## src/rtl/sweep_pkg.sv

```systemverilog
// Shared types and constants for the truth-table sweeper.
// Optional feature: SWEEP_MAJORITY_EN (see truth_table_sweeper.sv).
package sweep_pkg;

    typedef enum logic [1:0] {
        IDLE  = 2'd0,
        DRIVE = 2'd1,
        DONE  = 2'd2
    } state_e;

    localparam int unsigned ROWS  = 8;
    localparam int unsigned ROW_W = 3;

    // Row r of the truth table lands in bit 7-r, so row 000 is the MSB.
    function automatic logic [ROW_W-1:0] row_to_bit(input logic [ROW_W-1:0] r);
        return ROW_W'(ROWS - 1) - r;
    endfunction

endpackage

```

## src/rtl/sweep_majority3.sv

```systemverilog
// 2-of-3 majority filter over the gate output: two registered history
// samples plus the live sample form a 3-sample window. Used only when
// SWEEP_MAJORITY_EN is defined.
module sweep_majority3 (
    input  logic clk_i,
    input  logic rst_i,
    input  logic shift_en_i,
    input  logic sample_i,
    output logic maj_o
);

    logic [1:0] hist_q, hist_d;
    logic [2:0] window;

    // Shift the newest sample in on every enabled cycle.
    always_comb begin
        hist_d = hist_q;
        if (shift_en_i) begin
            hist_d = {hist_q[0], sample_i};
        end
    end

    // History register.
    always_ff @(posedge clk_i) begin
        if (rst_i) begin
            hist_q <= '0;
        end else begin
            hist_q <= hist_d;
        end
    end

    assign window = {hist_q, sample_i};
    assign maj_o  = (window[2] & window[1]) | (window[2] & window[0]) | (window[1] & window[0]);

endmodule

```

## src/rtl/truth_table_sweeper.sv

```systemverilog
// Closed-loop truth-table sweeper around a 3-input combinational gate.
// Drives rows 000..111, dwells DWELL_CYCLES per row, captures the gate
// output into an 8-bit truth word and compares it against EXPECTED.
// Macro SWEEP_MAJORITY_EN: per-row bit becomes the 2-of-3 majority of the
// last three dwell samples (requires DWELL_CYCLES >= 3).
module truth_table_sweeper
    import sweep_pkg::*;
#(
    parameter int unsigned DWELL_CYCLES = 4,
    parameter logic [7:0]  EXPECTED     = 8'h86
) (
    input  logic       clk,
    input  logic       rst,
    input  logic       start,
    output logic       busy,
    output logic       done,
    output logic       in1,
    output logic       in2,
    output logic       in3,
    input  logic       out,
    output logic [7:0] truth,
    output logic       match
);

    localparam int unsigned      CNT_W    = $clog2(DWELL_CYCLES + 1);
    localparam logic [CNT_W-1:0] CNT_LAST = CNT_W'(DWELL_CYCLES - 1);

    if (DWELL_CYCLES < 1 || DWELL_CYCLES > 255) begin : g_dwell_range
        $error("truth_table_sweeper: DWELL_CYCLES must be in 1..255");
    end

    state_e           state_q, state_d;
    logic [ROW_W-1:0] row_q, row_d;
    logic [CNT_W-1:0] cnt_q, cnt_d;
    logic [ROW_W-1:0] in_q, in_d;
    logic             busy_q, busy_d;
    logic             done_q, done_d;
    logic [7:0]       truth_q, truth_d;
    logic             match_q, match_d;
    logic             row_bit;

`ifdef SWEEP_MAJORITY_EN
    if (DWELL_CYCLES < 3) begin : g_dwell_maj
        $error("truth_table_sweeper: SWEEP_MAJORITY_EN needs DWELL_CYCLES >= 3");
    end

    // The history shifts every DRIVE cycle, so at the capture edge it holds
    // the samples from cnt = DWELL-3 and DWELL-2, and the live one is DWELL-1.
    sweep_majority3 u_majority3 (
        .clk_i      (clk),
        .rst_i      (rst),
        .shift_en_i (state_q == DRIVE),
        .sample_i   (out),
        .maj_o      (row_bit)
    );
`else
    assign row_bit = out;
`endif

    // Next-state and registered-output logic for the sweep sequence.
    always_comb begin
        state_d = state_q;
        row_d   = row_q;
        cnt_d   = cnt_q;
        in_d    = in_q;
        busy_d  = busy_q;
        done_d  = 1'b0;
        truth_d = truth_q;
        match_d = match_q;

        case (state_q)
            IDLE: begin
                in_d = '0;
                if (start) begin
                    state_d = DRIVE;
                    row_d   = '0;
                    cnt_d   = '0;
                    busy_d  = 1'b1;
                    truth_d = '0;
                    match_d = 1'b0;
                end
            end

            DRIVE: begin
                if (cnt_q == CNT_LAST) begin
                    cnt_d = '0;
                    truth_d[row_to_bit(row_q)] = row_bit;
                    if (row_q == ROW_W'(ROWS - 1)) begin
                        state_d = DONE;
                        busy_d  = 1'b0;
                        done_d  = 1'b1;
                        in_d    = '0;
                        match_d = (truth_d == EXPECTED);
                    end else begin
                        row_d = row_q + ROW_W'(1);
                        in_d  = row_d;
                    end
                end else begin
                    cnt_d = cnt_q + CNT_W'(1);
                end
            end

            DONE: begin
                state_d = IDLE;
                in_d    = '0;
            end

            default: begin
                state_d = IDLE;
                in_d    = '0;
                busy_d  = 1'b0;
            end
        endcase
    end

    // State and output registers with synchronous reset.
    always_ff @(posedge clk) begin
        if (rst) begin
            state_q <= IDLE;
            row_q   <= '0;
            cnt_q   <= '0;
            in_q    <= '0;
            busy_q  <= 1'b0;
            done_q  <= 1'b0;
            truth_q <= '0;
            match_q <= 1'b0;
        end else begin
            state_q <= state_d;
            row_q   <= row_d;
            cnt_q   <= cnt_d;
            in_q    <= in_d;
            busy_q  <= busy_d;
            done_q  <= done_d;
            truth_q <= truth_d;
            match_q <= match_d;
        end
    end

    assign {in1, in2, in3} = in_q;
    assign busy  = busy_q;
    assign done  = done_q;
    assign truth = truth_q;
    assign match = match_q;

endmodule

```

## config.mk

```make
export PLATFORM = sky130hd
export DESIGN_NAME = truth_table_sweeper
export DESIGN_NICKNAME = d
export VERILOG_FILES = /design/src/rtl/sweep_pkg.sv /design/src/rtl/sweep_majority3.sv /design/src/rtl/truth_table_sweeper.sv
export SDC_FILE = /design/constraint.sdc
export NUM_CORES = 1
export LEC_CHECK = 0
export ABC_CLOCK_PERIOD_IN_PS = 3800
export BUFFER_PORTS_ARGS = -buffer_cell sky130_fd_sc_hd__buf_2
export CORE_ASPECT_RATIO = 0.5
export CORE_UTILIZATION = 30
export CTS_BUF_LIST = sky130_fd_sc_hd__clkbuf_2
export CTS_CLUSTER_DIAMETER = 40
export CTS_CLUSTER_SIZE = 20
export DETAILED_ROUTE_END_ITERATION = 8
export GPL_ROUTABILITY_DRIVEN = 1
export PLACE_DENSITY_LB_ADDON = 0.2
export RECOVER_POWER = 100
export SETUP_SLACK_MARGIN = 0.3
export SLEW_MARGIN = 20
export SYNTH_ARGS = -nofsm -noshare
export SYNTH_HDL_FRONTEND = slang
export SYNTH_HIERARCHICAL = 1
export SYNTH_SLANG_ARGS = --single-unit
```

## constraint.sdc

```tcl
create_clock -name clk -period 3.8 [get_ports clk]
set_input_delay 0.57 -clock clk [delete_from_list [all_inputs] [get_ports clk]]
set_output_delay 0.57 -clock clk [all_outputs]
set_load 0.005 [all_outputs]
```

# Word-level counts from Yosys, hierarchy flattened
# Cells that the tools add are included.
[classes]
n_div = 0
magnitude_cmp = 2
n_mux = 26
n_eq_ne = 9
add_sub_neg = 3
shifts = 0
bitwise_logic = 3
mul = 0
n_reduce_logical = 11
[ops]
columns = ["cell", "n"]
rows = [
  ["$mux 8", 2],
  ["$pmux 8 s2", 1],
  ["$mux 3", 5],
  ["$pmux 3 s2", 2],
  ["$reduce_and 4->1", 3],
  ["$bwmux 8", 1],
  ["$eq 8x8->1 const B", 1],
  ["$mux 1", 8],
  ["$ne 2x2->1 const B", 4],
  ["$add 3x1->3 const B", 2],
  ["$mux 2", 3],
  ["$reduce_and 3->1", 2],
  ["$lt 3x4->1 const B", 1],
  ["$pmux 2 s2", 1],
  ["$demux 1 s3", 1],
  ["$eq 3x2->1 const B", 1],
  ["$eq 3x3->1 const B", 1],
  ["$ge 3x1->1 const B", 1],
  ["$not 1->1", 3],
  ["$pmux 1 s3", 1],
  ["$reduce_or 3->1", 1],
  ["$sub 3x3->3 const A", 1],
  ["$eq 2x1->1 const B", 1],
  ["$eq 2x2->1 const B", 1],
  ["6 further kinds", 6],
]
[word_totals]
mem_bits_ro = 0
word_cells = 62
ram_bits = 0
output_inout_bits = 14
reg_bits = 22
input_bits = 4
latch_bits = 0
memories = 0

# Logic depth before layout (Yosys ltp)
# Gate-level depths: netlist (run 1).
[depth]
depth_word = 10
mapped_depth = 8
mapped_depth_nobuf = 7

# Worst setup path before layout (run 1)
# Ideal clock, no wire load.
[synth_path]
kind = "input to register"
from = "input port out"
to = "register match_q (netlist: match)"
arrival_time_ns = 1.669
path_stages = 5
required_time_ns = 3.721
path_slack_ns = 2.051
setup_time_ns = 0.079
path_buffers = 0
cell_sequence = "or3b_1 -> a21o_1 -> a2111oi_2 -> nand3_1 -> a22oi_1"
[synth_between]
elab_chain_cells = 5
[synth_lines]
columns = ["item", "line_no", "rtl"]
rows = [
  ["start: declaration", "truth_table_sweeper.sv:20", "input logic out,"],
  ["$bwmux 8", "truth_table_sweeper.sv:87", "truth_d[row_to_bit(row_q)] = row_bit;"],
  ["$eq 8x8->1", "truth_table_sweeper.sv:93", "match_d = (truth_d == EXPECTED);"],
  ["$mux 1", "truth_table_sweeper.sv:88", "if (row_q == ROW_W'(ROWS - 1)) begin"],
  ["$mux 1", "truth_table_sweeper.sv:85", "if (cnt_q == CNT_LAST) begin"],
  ["$pmux 1 s2", "truth_table_sweeper.sv:71", "case (state_q)"],
  ["end signal: assignment", "truth_table_sweeper.sv:135", "match_q <= match_d;"],
  ["end: declaration", "truth_table_sweeper.sv:39", "logic match_q, match_d;"],
]
# No other way between the ends. The select of a mux whose other input is x is not followed.
# A chain may end at the register's enable or synchronous reset.

# Final worst setup path (run 1)
[layout_path]
from = "register cnt_q[0]"
to = "register truth_q[4] (netlist: truth[4])"
[layout_between]
elab_chain_cells = 3
[layout_lines]
columns = ["item", "line_no", "rtl"]
rows = [
  ["start: declaration", "truth_table_sweeper.sv:34", "logic [CNT_W-1:0] cnt_q, cnt_d;"],
  ["start signal: assignment", "truth_table_sweeper.sv:130", "cnt_q <= cnt_d;"],
  ["$eq 3x2->1", "truth_table_sweeper.sv:85", ""],
  ["$ne 2x2->1 (no line)", "n/a", ""],
  ["$reduce_and 3->1 (no line)", "n/a", ""],
  ["end signal: assignment", "truth_table_sweeper.sv:134", "truth_q <= truth_d;"],
  ["end: declaration", "truth_table_sweeper.sv:38", "logic [7:0] truth_q, truth_d;"],
]
# No other way between the ends.

==> summary.md, run 1 <==
| Metric | Value |
|---|---|
| Die area | `between 4000 and 5000 um^2` |
| Post-Syn Area | `~1200 um^2` |
| Setup Viol. Count Final | `0` |
| Crit end category | `flip-flop` |
| # IOs | `18` |
| GR Util met3 | `0.0380` |
| Max Cap Viol | `0` |
| Port Buf Inserts | `17` |
| Synth top area share | `0.383` |
| DR vias/cell | `5.09` |
| Critical path required time | `slightly above 4000 ps` |
| YS warnings | `6` |
| Crit path depth | `6` |
| P_leak | `0.490 nW` |
| Buf/Inv on CP | `0` |
| DRT Wirelength | `between 2000 and 3000 um` |
| Max-slew headroom | `0.595` |
| Number of global-route vias before repair | `942` |
| Most Used Layer, Global Route | `met2` |
| First-pass GRT wire length | `4370 um` |
| Critical path arrival | `2710 ps` |
| Final period utilization | `0.641` |
| Synthesized net count | `roughly 150` |
| Synth Instances | `between 100 and 150` |
| Avg WL per Cell | `about 12 um` |
| Final Hold Viols | `0` |
| Remaining Overflow, GRT | `0` |
| Slew Limit Fails | `0` |
| Number of iterations in the first detailed-routing pass | `4` |
| Clock buffer depth | `2` |
| Async SR Flop Fraction | `0` |
| Initial antenna violation count | `0` |
| N_diodes | `0` |
| Setup TNS | `0 ps` |
| RSZ-0062 raised after global routing | `no` |
| Grt met1 use | `0.195` |
| DRT iter0 DRCs | `37` |
| Root Buffer | `clkbuf_2` |
| Antenna Nets Post-Route | `0` |
| Clk pin slew, worst setup/hold paths | `approximately 210 ps` |
| Seq cells post-synth | `22` |
| Worst Hold Depth | `2` |
| CTS Buf Count | `3` |
| CP max FO | `12` |
| Most common cell in the netlist | `nor2_1` |
| Worst-Margin Slew | `about 600 ps` |
| Share of layout cells above drive strength 1 | `0.109` |
| CP top delay family | `simple AND/OR/NAND/NOR gates` |
| Worst path cell trace | `ha_1, nor2b_1, nand3b_1, nor2_1, nand3_1, a21oi_1` |
| Nets@finish | `around 160` |
| Syn avg cell area | `7.94 um^2` |
| DRC | `0` |
| Area delta synth->final | `12.2%` |
| Number of flops mapped to enable cells by yosys | `0` |
| Clk_lat worst skew | `330 ps` |
| Routed via count | `roughly 1100` |
| Cts hold-fix bufs | `0` |
| Core area | `3550 um^2` |
| Seq/Total Area, Yosys | `0.383` |
| Dominant cell type by area after synthesis | `dfxtp_1` |
| Power Density | `331 nW/um^2` |
| Resized Gates After CTS | `0` |
| CTS H-tree depth | `1` |
| Min Tclk post-route | `~2400 ps` |
| Synth top area cells | `dfxtp_1, nor2_1, a21oi_1` |
| Outcome | `complete, no violations` |
| Cell Rows | `15` |
| Max Freq | `slightly above 400 MHz` |
| Worst stage delay on the critical path | `~530 ps` |
| CTS tree | `done` |
| Post-synth cell types | `29` |
| HP Class | `flip-flop to flip-flop` |
| Worst Reg2Reg Path Length in Cells | `6` |
| Top post-synthesis cells by count | `nor2_1, dfxtp_1, a21oi_1, o21ai_0, a22oi_1` |
| Die X-Extent | `roughly 90 um` |
| Worst hold slack | `between 500 and 600 ps` |
| CP Launch Type | `flip-flop` |
| Clock sink count | `22` |
| Setup repair bufs after CTS | `0` |
| Die H | `between 40 and 50 um` |
| Final Skew | `~9.9 ps` |
| Initial Util | `0.325` |
| # fillers | `373` |
| Largest net degree at the start of global routing | `21` |
| Final Wtd Congestion | `approximately 0.78` |
| Ys flop type | `dfxtp_1` |
| Setup Crit Path Kind | `flip-flop to flip-flop` |
| Worst VDD drop | `0.116 mV` |
| HPWL Detailed | `~1800 um` |
| Met2 Usage GRT | `0.221` |
| GRT Util Overall | `0.140` |
| Slowest library cell on the worst path | `nor2_1` |
-- final timing paths --
check	from	slack (ps)	end
min	truth[5]	510	truth[5]
min reg2reg	truth[5]	510	truth[5]
max	cnt_q[0]	1370	truth[4]
max reg2reg	cnt_q[0]	1370	truth[4]
-- stage by stage --
step	area [um^2]	util	instances	setup WS (ps)	power [mW]
2_1_floorplan	1150	-	145	2050	0.260
3_3_place_gp	1250	0.353	203	1510	0.268
3_5_place_dp	1250	0.353	203	1440	0.268
4_1_cts	1300	0.366	207	1370	0.431
5_1_grt	1290	0.364	207	1160	0.446
6_report	1290	0.364	207	1370	0.427
-- worst register-to-register path: stages, from the launching register on --
cell      delay, ps
dfxtp_1         410
ha_1            220
nor2b_1         520
nand3b_1        400
nor2_1          530
nand3_1         140
a21oi_1         170
-- state kept, by name, summed over array words and instances, names as in the netlist --
register and count:
truth 8, cnt_q 3, in_q 3, row_q 3, state_q 2, busy 1
done 1, match 1
-- final cells by class --
class | count | area, um^2 | share of cell area
repair buffers | 17 | 78.8 | 0.0610
clock inverters | 1 | 30.0 | 0.0233
multi-input cells | 110 | 652 | 0.505
well taps | 51 | 63.8 | 0.0494
clock buffers | 3 | 15.0 | 0.0116
flip-flops and latches | 22 | 440 | 0.341
inverters | 3 | 11.3 | 0.00872
-- power breakdown --
part	internal [mW]	leakage [nW]	switching, mW	total [mW]
Clock	0.0908	0.0266	0.0725	0.163
Sequential	0.234	0.178	0.00307	0.237
Combinational	0.00995	0.286	0.0165	0.0265
-- layer usage --
layer	share of wire	up-vias
met3	0.064	2
met5	0	-
met1	0.49	481
met4	0.0043	0
li1	-	543
met2	0.44	28
-- cell usage in the layout (no fill, tap or decap) --
cell and n:
mux2i_1 3, dfxtp_1 22, clkbuf_2 3, ha_1 3, nor3b_1 3, nand3b_1 6, or4b_1 1, a22oi_1 8
or3b_1 1, nand2_1 4, inv_1 3, nand2b_1 5, and3_1 1, nand3_1 4, nand4_1 1, nor2b_1 5
nor3_1 3, a2111oi_2 1, o21bai_1 1, nor2_1 26, clkbuf_1 4, buf_1 1, o21ai_0 12, a311oi_1 2
a41o_1 1, bufinv_16 1, or2_1 1, buf_2 12, a21oi_1 15, a21o_1 2, o22a_1 1
-- kinds of logic after synthesis --
| family | Yosys count | share of synthesized area |
|---|---|---|
| compound gates | 43 | 0.234 |
| buf+inv | 13 | 0.0511 |
| flops | 22 | 0.383 |
| mux | 3 | 0.0261 |
| fa+ha+maj | 3 | 0.0326 |
| simple gates | 61 | 0.274 |
Power figures use the tool's default switching activity.
==> inputs of run 2 (changes only) <==
ABC_CLOCK_PERIOD_IN_PS = 2080   (was 3800)
clock period = 2.08 ns   (was 3.8 ns; I/O delays follow)
==> run 2 against run 1 <==
Effect of this change: final cell count grew 3.9%; worst hold slack lost 150 ps; critical endpoint is now match; global-route usage increased by 0.15 points; first-iteration DRC count is 43% lower; sequential share of layout area is 0.74 points lower; total power grew 56%; flip-flop and latch count unchanged; maximum frequency grew 38%.
==> summary.md, run 2 (synthesis results as in run 1) <==
| Metric | Value |
|---|---|
| Cts hold-fix bufs | `0 (unchanged)` |
| Critical path arrival | `2060 ps (was 2710 ps)` |
| Clk_lat worst skew | `340 ps (was 330 ps)` |
| Fin worst setup slack | `322 ps (was 1370 ps)` |
| CP Launch Type | `flip-flop (unchanged)` |
| DRT Wirelength | `2750 um (was 2560 um)` |
| Setup WS pre-CTS | `280 ps (was 1440 ps)` |
| RSZ-0062 raised after global routing | `no (unchanged)` |
| Share of layout cells above drive strength 1 | `0.159 (was 0.109)` |
| Max-slew headroom | `0.698 (was 0.595)` |
| Antenna Nets Post-Route | `0 (unchanged)` |
| Crit end category | `flip-flop (unchanged)` |
| Final Skew | `2.11 ps (was 9.87 ps)` |
| Number of iterations in the first detailed-routing pass | `4 (unchanged)` |
| Max Freq | `569 MHz (was 411 MHz)` |
| N_diodes | `0 (unchanged)` |
| Initial Util | `0.325 (unchanged)` |
| Clock sink count | `22 (unchanged)` |
| DRC | `0 (unchanged)` |
| Area delta synth->final | `15.3% (was 12.2%)` |
| Reg2reg setup slack | `320 ps (was 1370 ps)` |
| Die area | `4100 um^2 (unchanged)` |
| Critical path required time | `2380 ps (was 4080 ps)` |
| Remaining Overflow, GRT | `0 (unchanged)` |
| P_leak | `0.511 nW (was 0.490 nW)` |
| Footprint of the multi-input gates | `659 um^2 (was 652 um^2)` |
| Worst hold slack | `357 ps (was 511 ps)` |
| Final period utilization | `0.845 (was 0.641)` |
| Nets@finish | `172 (was 164)` |
| Routed via count | `1071 (was 1054)` |
| Power Total | `0.665 mW (was 0.427 mW)` |
| First-pass GRT wire length | `4290 um (was 4370 um)` |
| HPWL Detailed | `1900 um (was 1830 um)` |
| Setup TNS | `0 ps (unchanged)` |
| Final Hold Viols | `0 (unchanged)` |
| Number of global-route vias before repair | `884 (was 942)` |
| Most frequent cells in the layout | `nor2_1, dfxtp_1, a21oi_1 (unchanged)` |
| Min Tclk post-route | `1760 ps (was 2430 ps)` |
| Power Density | `501 nW/um^2 (was 331 nW/um^2)` |
| Largest net degree at the start of global routing | `18 (was 21)` |
| Most common cell after layout, fill and taps aside | `nor2_1 (unchanged)` |
| Root Buffer | `clkbuf_2 (unchanged)` |
| Fin area | `1330 um^2 (was 1290 um^2)` |
| HP Start | `rst (was truth[5])` |
| Slowest library cell on the worst path | `dfxtp_1 (was nor2_1)` |
| CTS tree | `done (unchanged)` |
| Setup Crit Path Kind | `flip-flop to flip-flop (unchanged)` |
| Max Cap Viol | `0 (unchanged)` |
| Buf/Inv on CP | `0 (unchanged)` |
| Setup Viol. Count Final | `0 (unchanged)` |
| R2R Path End | `match (was truth[4])` |
| Outcome | `complete, no violations (unchanged)` |
| GRT Util Overall | `0.142 (was 0.140)` |
| Register area | `443 um^2 (was 440 um^2)` |
| Worst Hold End | `truth[5] (unchanged)` |
| Die X-Extent | `89.6 um (unchanged)` |
| Port Buf Inserts | `17 (unchanged)` |
| # fillers | `377 (was 373)` |
| Die H | `45.8 um (unchanged)` |
| Worst stage delay on the critical path | `450 ps (was 530 ps)` |
| CP top delay family | `compound AO/OA/AOI/OAI gates (was simple AND/OR/NAND/NOR gates)` |
| Worst Reg2Reg Path Length in Cells | `5 (was 6)` |
| DR vias/cell | `4.98 (was 5.09)` |
| Worst-Margin Slew | `453 ps (was 607 ps)` |
| Final Wtd Congestion | `0.810 (was 0.776)` |
| DP Area | `1300 um^2 (was 1250 um^2)` |
| Cell Rows | `15 (unchanged)` |
| Worst path cell trace | `or3b_1, a21o_1, a2111oi_2, nand3_1, a22oi_2 (was ha_1, nor2b_1, nand3b_1, nor2_1, nand3_1, a21oi_1)` |
| CP max FO | `9 (was 12)` |
| Clock buffer depth | `2 (unchanged)` |
| Slew Limit Fails | `0 (unchanged)` |
| CTS H-tree depth | `1 (unchanged)` |
| Worst VDD drop | `0.159 mV (was 0.116 mV)` |
| Worst Hold Depth | `3 (was 2)` |
| Max reg flops | `8 (unchanged)` |
| Initial antenna violation count | `0 (unchanged)` |
| # IOs | `18 (unchanged)` |
| Avg WL per Cell | `12.8 um (was 12.4 um)` |
| HP Class | `primary input to flip-flop (was flip-flop to flip-flop)` |
| Clk pin slew, worst setup/hold paths | `210 ps (about the same)` |
| DRT iter0 DRCs | `21 (was 37)` |
| CTS Buf Count | `3 (unchanged)` |
| RR Startpoint | `row_q[0] (was cnt_q[0])` |
| Core area | `3550 um^2 (unchanged)` |
run 2: per-layer routing:
layer / vias up / GRT usage / routed length, um
met5: - / 0 / 0
met4: 0 / 0.0381 / 25
met3: 4 / 0.0399 / 107
met2: 18 / 0.221 / 1120
met1: 497 / 0.193 / 1500
li1: 552 / - / -
run 2: area by class of cell:
cell class                      count  share of cell area
Sequential cell                    22               0.334
Clock buffer                        3              0.0113
Multi-Input combinational cell    110               0.497
Clock inverter                      1             0.00283
Tap cell                           51              0.0481
Inverter                            3             0.00848
Timing Repair Buffer               25              0.0990
run 2: worst min-delay path, delay by kind of cell:
family,cells,cell delay (ps)
buffers and inverters,2,320
AOI/OAI and AO/OA,1,50
run 2: repair_timing:
action / CTS / global route
pin swaps: 0 / 0
gates resized for setup: 2 / 4
setup endpoints to repair: 9 / 1
buffers inserted: 0 / 2
gates cloned: 0 / 0
run 2: worst max path at each step:
| stage | from | to | slack, ps | cells past startpoint |
|---|---|---|---|---|
| after detailed placement | cnt_q[0] | truth[4] | 280 | 6 |
| after floorplan | row_q[0] | match | 440 | 6 |
| final | row_q[0] | match | 320 | 5 |
| after global routing | row_q[0] | match | 230 | 5 |
| after global placement | out | match | 350 | 6 |
| after CTS | row_q[0] | match | 360 | 5 |
run 2: per-stage QoR:
stage | instances | utilization
6_report | 215 | 0.374
5_1_grt | 215 | 0.374
4_1_cts | 213 | 0.372
3_5_place_dp | 209 | 0.366
3_3_place_gp | 209 | 0.366
2_1_floorplan | 145 | -
run 2: report_power, final:
part | internal (mW) | switching [mW] | total [mW]
registers | 0.428 | 0.00538 | 0.433
logic | 0.0196 | 0.0319 | 0.0515
clock network | 0.0418 | 0.139 | 0.180
total | 0.489 | 0.176 | 0.665
==> inputs of run 3 (changes only) <==
ABC_CLOCK_PERIOD_IN_PS = 1500   (was 2080)
clock period = 1.5 ns   (was 2.08 ns; I/O delays follow)
==> run 3 against run 2 <==
Effect of this change: the run now ends with negative setup slack left; maximum frequency increased by 9.6%; wire length increased by 18%; final cell count increased by 12%; non-clock buffer count increased by 26; clock-buffer cell count unchanged; global-route usage increased by 2.0 points; largest cell class unchanged.
==> summary.md, run 3 (synthesis results as in run 1) <==
| Metric | Value |
|---|---|
| Fin worst setup slack | `-104 ps (was 322 ps)` |
| Min Tclk post-route | `1600 ps (was 1760 ps)` |
| Remaining Overflow, GRT | `0 (unchanged)` |
| Final period utilization | `1.07 (was 0.845)` |
| Most frequent cells in the layout | `buf_4, nor2_1, buf_2 (was nor2_1, dfxtp_1, a21oi_1)` |
| Cell-internal power | `0.877 mW (was 0.489 mW)` |
| Final Hold Viols | `0 (unchanged)` |
| Nets@finish | `198 (was 172)` |
| First-pass GRT wire length | `5000 um (was 4290 um)` |
| Number of iterations in the first detailed-routing pass | `4 (unchanged)` |
| Outcome | `complete, but fails checks (was complete, no violations)` |
| Sw power | `0.286 mW (was 0.176 mW)` |
| Failing checks | `negative setup slack` |
| Crit end category | `flip-flop (unchanged)` |
| Area delta synth->final | `62.9% (was 15.3%)` |
| Clock share of power | `0.379 (was 0.271)` |
| Root Buffer | `clkbuf_2 (unchanged)` |
| Final Skew | `6.38 ps (was 2.11 ps)` |
| RSZ-0062 raised after global routing | `yes (was no)` |
| Routed via count | `1205 (was 1071)` |
| Setup Viol. Count Final | `2 (was 0)` |
| Clock sink count | `22 (unchanged)` |
| DR vias/cell | `5.00 (was 4.98)` |
| # fillers | `343 (was 377)` |
| Max-slew headroom | `0.712 (was 0.698)` |
| DP Area | `1500 um^2 (was 1300 um^2)` |
| Cell Rows | `15 (unchanged)` |
| Initial antenna violation count | `0 (unchanged)` |
| HP Class | `primary input to flip-flop (unchanged)` |
| Largest net degree at the start of global routing | `18 (unchanged)` |
| N_diodes | `0 (unchanged)` |
| Avg WL per Cell | `13.5 um (was 12.8 um)` |
| Footprint of the multi-input gates | `888 um^2 (was 659 um^2)` |
| Worst path cell trace | `or3b_1, a21o_1, a2111oi_4, nand3_1, a22oi_1 (was or3b_1, a21o_1, a2111oi_2, nand3_1, a22oi_2)` |
| Die X-Extent | `89.6 um (unchanged)` |
| Clock buffer depth | `2 (unchanged)` |
| CTS Buf Count | `3 (unchanged)` |
| Setup WS pre-CTS | `-105 ps (was 280 ps)` |
| Clk pin slew, worst setup/hold paths | `240 ps (was 210 ps)` |
| P_leak | `0.719 nW (was 0.511 nW)` |
| Max Cap Viol | `0 (unchanged)` |
| Final Wtd Congestion | `0.797 (was 0.810)` |
| Fin area | `1880 um^2 (was 1330 um^2)` |
| CP max FO | `5 (was 9)` |
| DRT Wirelength | `3250 um (was 2750 um)` |
| DRC | `0 (unchanged)` |
| Setup Crit Path Kind | `flip-flop to flip-flop (unchanged)` |
| Max Freq | `623 MHz (was 569 MHz)` |
| Switch share | `0.246 (was 0.265)` |
| Initial Util | `0.325 (unchanged)` |
| Sequential power share | `0.516 (was 0.651)` |
| Worst stage delay on the critical path | `410 ps (was 450 ps)` |
| Critical path arrival | `1910 ps (was 2060 ps)` |
| Worst hold slack | `228 ps (was 357 ps)` |
| Critical path required time | `1810 ps (was 2380 ps)` |
| Power Density | `620 nW/um^2 (was 501 nW/um^2)` |
| Clk_lat worst skew | `360 ps (was 340 ps)` |
| CP Launch Type | `flip-flop (unchanged)` |
| Slew Limit Fails | `0 (unchanged)` |
| Slowest library cell on the worst path | `dfxtp_4 (was dfxtp_1)` |
| Final design utilization | `0.529 (was 0.374)` |
| GRT Util Overall | `0.162 (was 0.142)` |
| Most common cell after layout, fill and taps aside | `buf_4 (was nor2_1)` |
| Worst VDD drop | `0.278 mV (was 0.159 mV)` |
| Number of global-route vias before repair | `1073 (was 884)` |
| Register area | `457 um^2 (was 443 um^2)` |
| Share of layout cells above drive strength 1 | `0.537 (was 0.159)` |
| DRT iter0 DRCs | `37 (was 21)` |
| Die area | `4100 um^2 (unchanged)` |
| Core area | `3550 um^2 (unchanged)` |
| Worst-Margin Slew | `429 ps (was 453 ps)` |
| Max reg flops | `8 (unchanged)` |
| CTS tree | `done (unchanged)` |
| Die H | `45.8 um (unchanged)` |
| # IOs | `18 (unchanged)` |
| CTS H-tree depth | `1 (unchanged)` |
| Antenna Nets Post-Route | `0 (unchanged)` |
| Comb pwr share | `0.106 (was 0.077)` |
| Port Buf Inserts | `17 (unchanged)` |
| HPWL Detailed | `2080 um (was 1900 um)` |
## run 3: area by class of cell
type,instances,area share
multi-input combinational,110,0.474
sequential,22,0.243
timing repair buffer,51,0.219
tap,51,0.0340
clock inverter,1,0.0160
clock buffer,3,0.00801
inverter,3,0.00600
## run 3: what timing repair did
action	4_1_cts	5_1_grt
setup buffers	5	5
hold buffers	0	0
gates resized for setup	17	43
endpoints found under the setup margin	23	25
cloned	0	0
pin swaps	11	23
## run 3: power groups by stage
stage	clock [mW]	combinational, mW	sequential, mW
floorplan	0	0.0520	0.613
global placement	0	0.0899	0.614
detailed placement	0	0.0910	0.614
CTS	0.448	0.0965	0.601
global route	0.475	0.133	0.602
finish	0.440	0.123	0.600
## run 3: stage by stage
stage                     total power [mW]  TNS [ps]  std cells
after floorplan                      0.665      -101        145
after global placement               0.704     -57.7        227
after detailed placement             0.705      -131        227
after CTS                             1.15      -116        236
after global routing                  1.21      -434        241
final                                 1.16      -154        241
## run 3: final timing paths
| check | from | to | slack [ps] | cells past startpoint |
|---|---|---|---|---|
| min | rst | truth[2] | 230 | 3 |
| max | row_q[0] | match | -100 | 5 |
| max reg2reg | row_q[0] | match | -100 | 5 |
| min reg2reg | truth[5] | truth[5] | 500 | 2 |
## run 3: worst max-delay path: cells and delay by family, from the launching register on
kind / cells / cell delay, ps
and+or+nand+nor: 2 / 480
AOI/OAI and AO/OA: 3 / 670
DFF: 1 / 410
## run 3: metal layers
metal,track usage,vias up,wire (um)
met3,0.0380,4,88
met2,0.268,18,1580
met5,0,-,0
met1,0.222,573,1560
met4,0.0222,0,26
li1,-,610,-
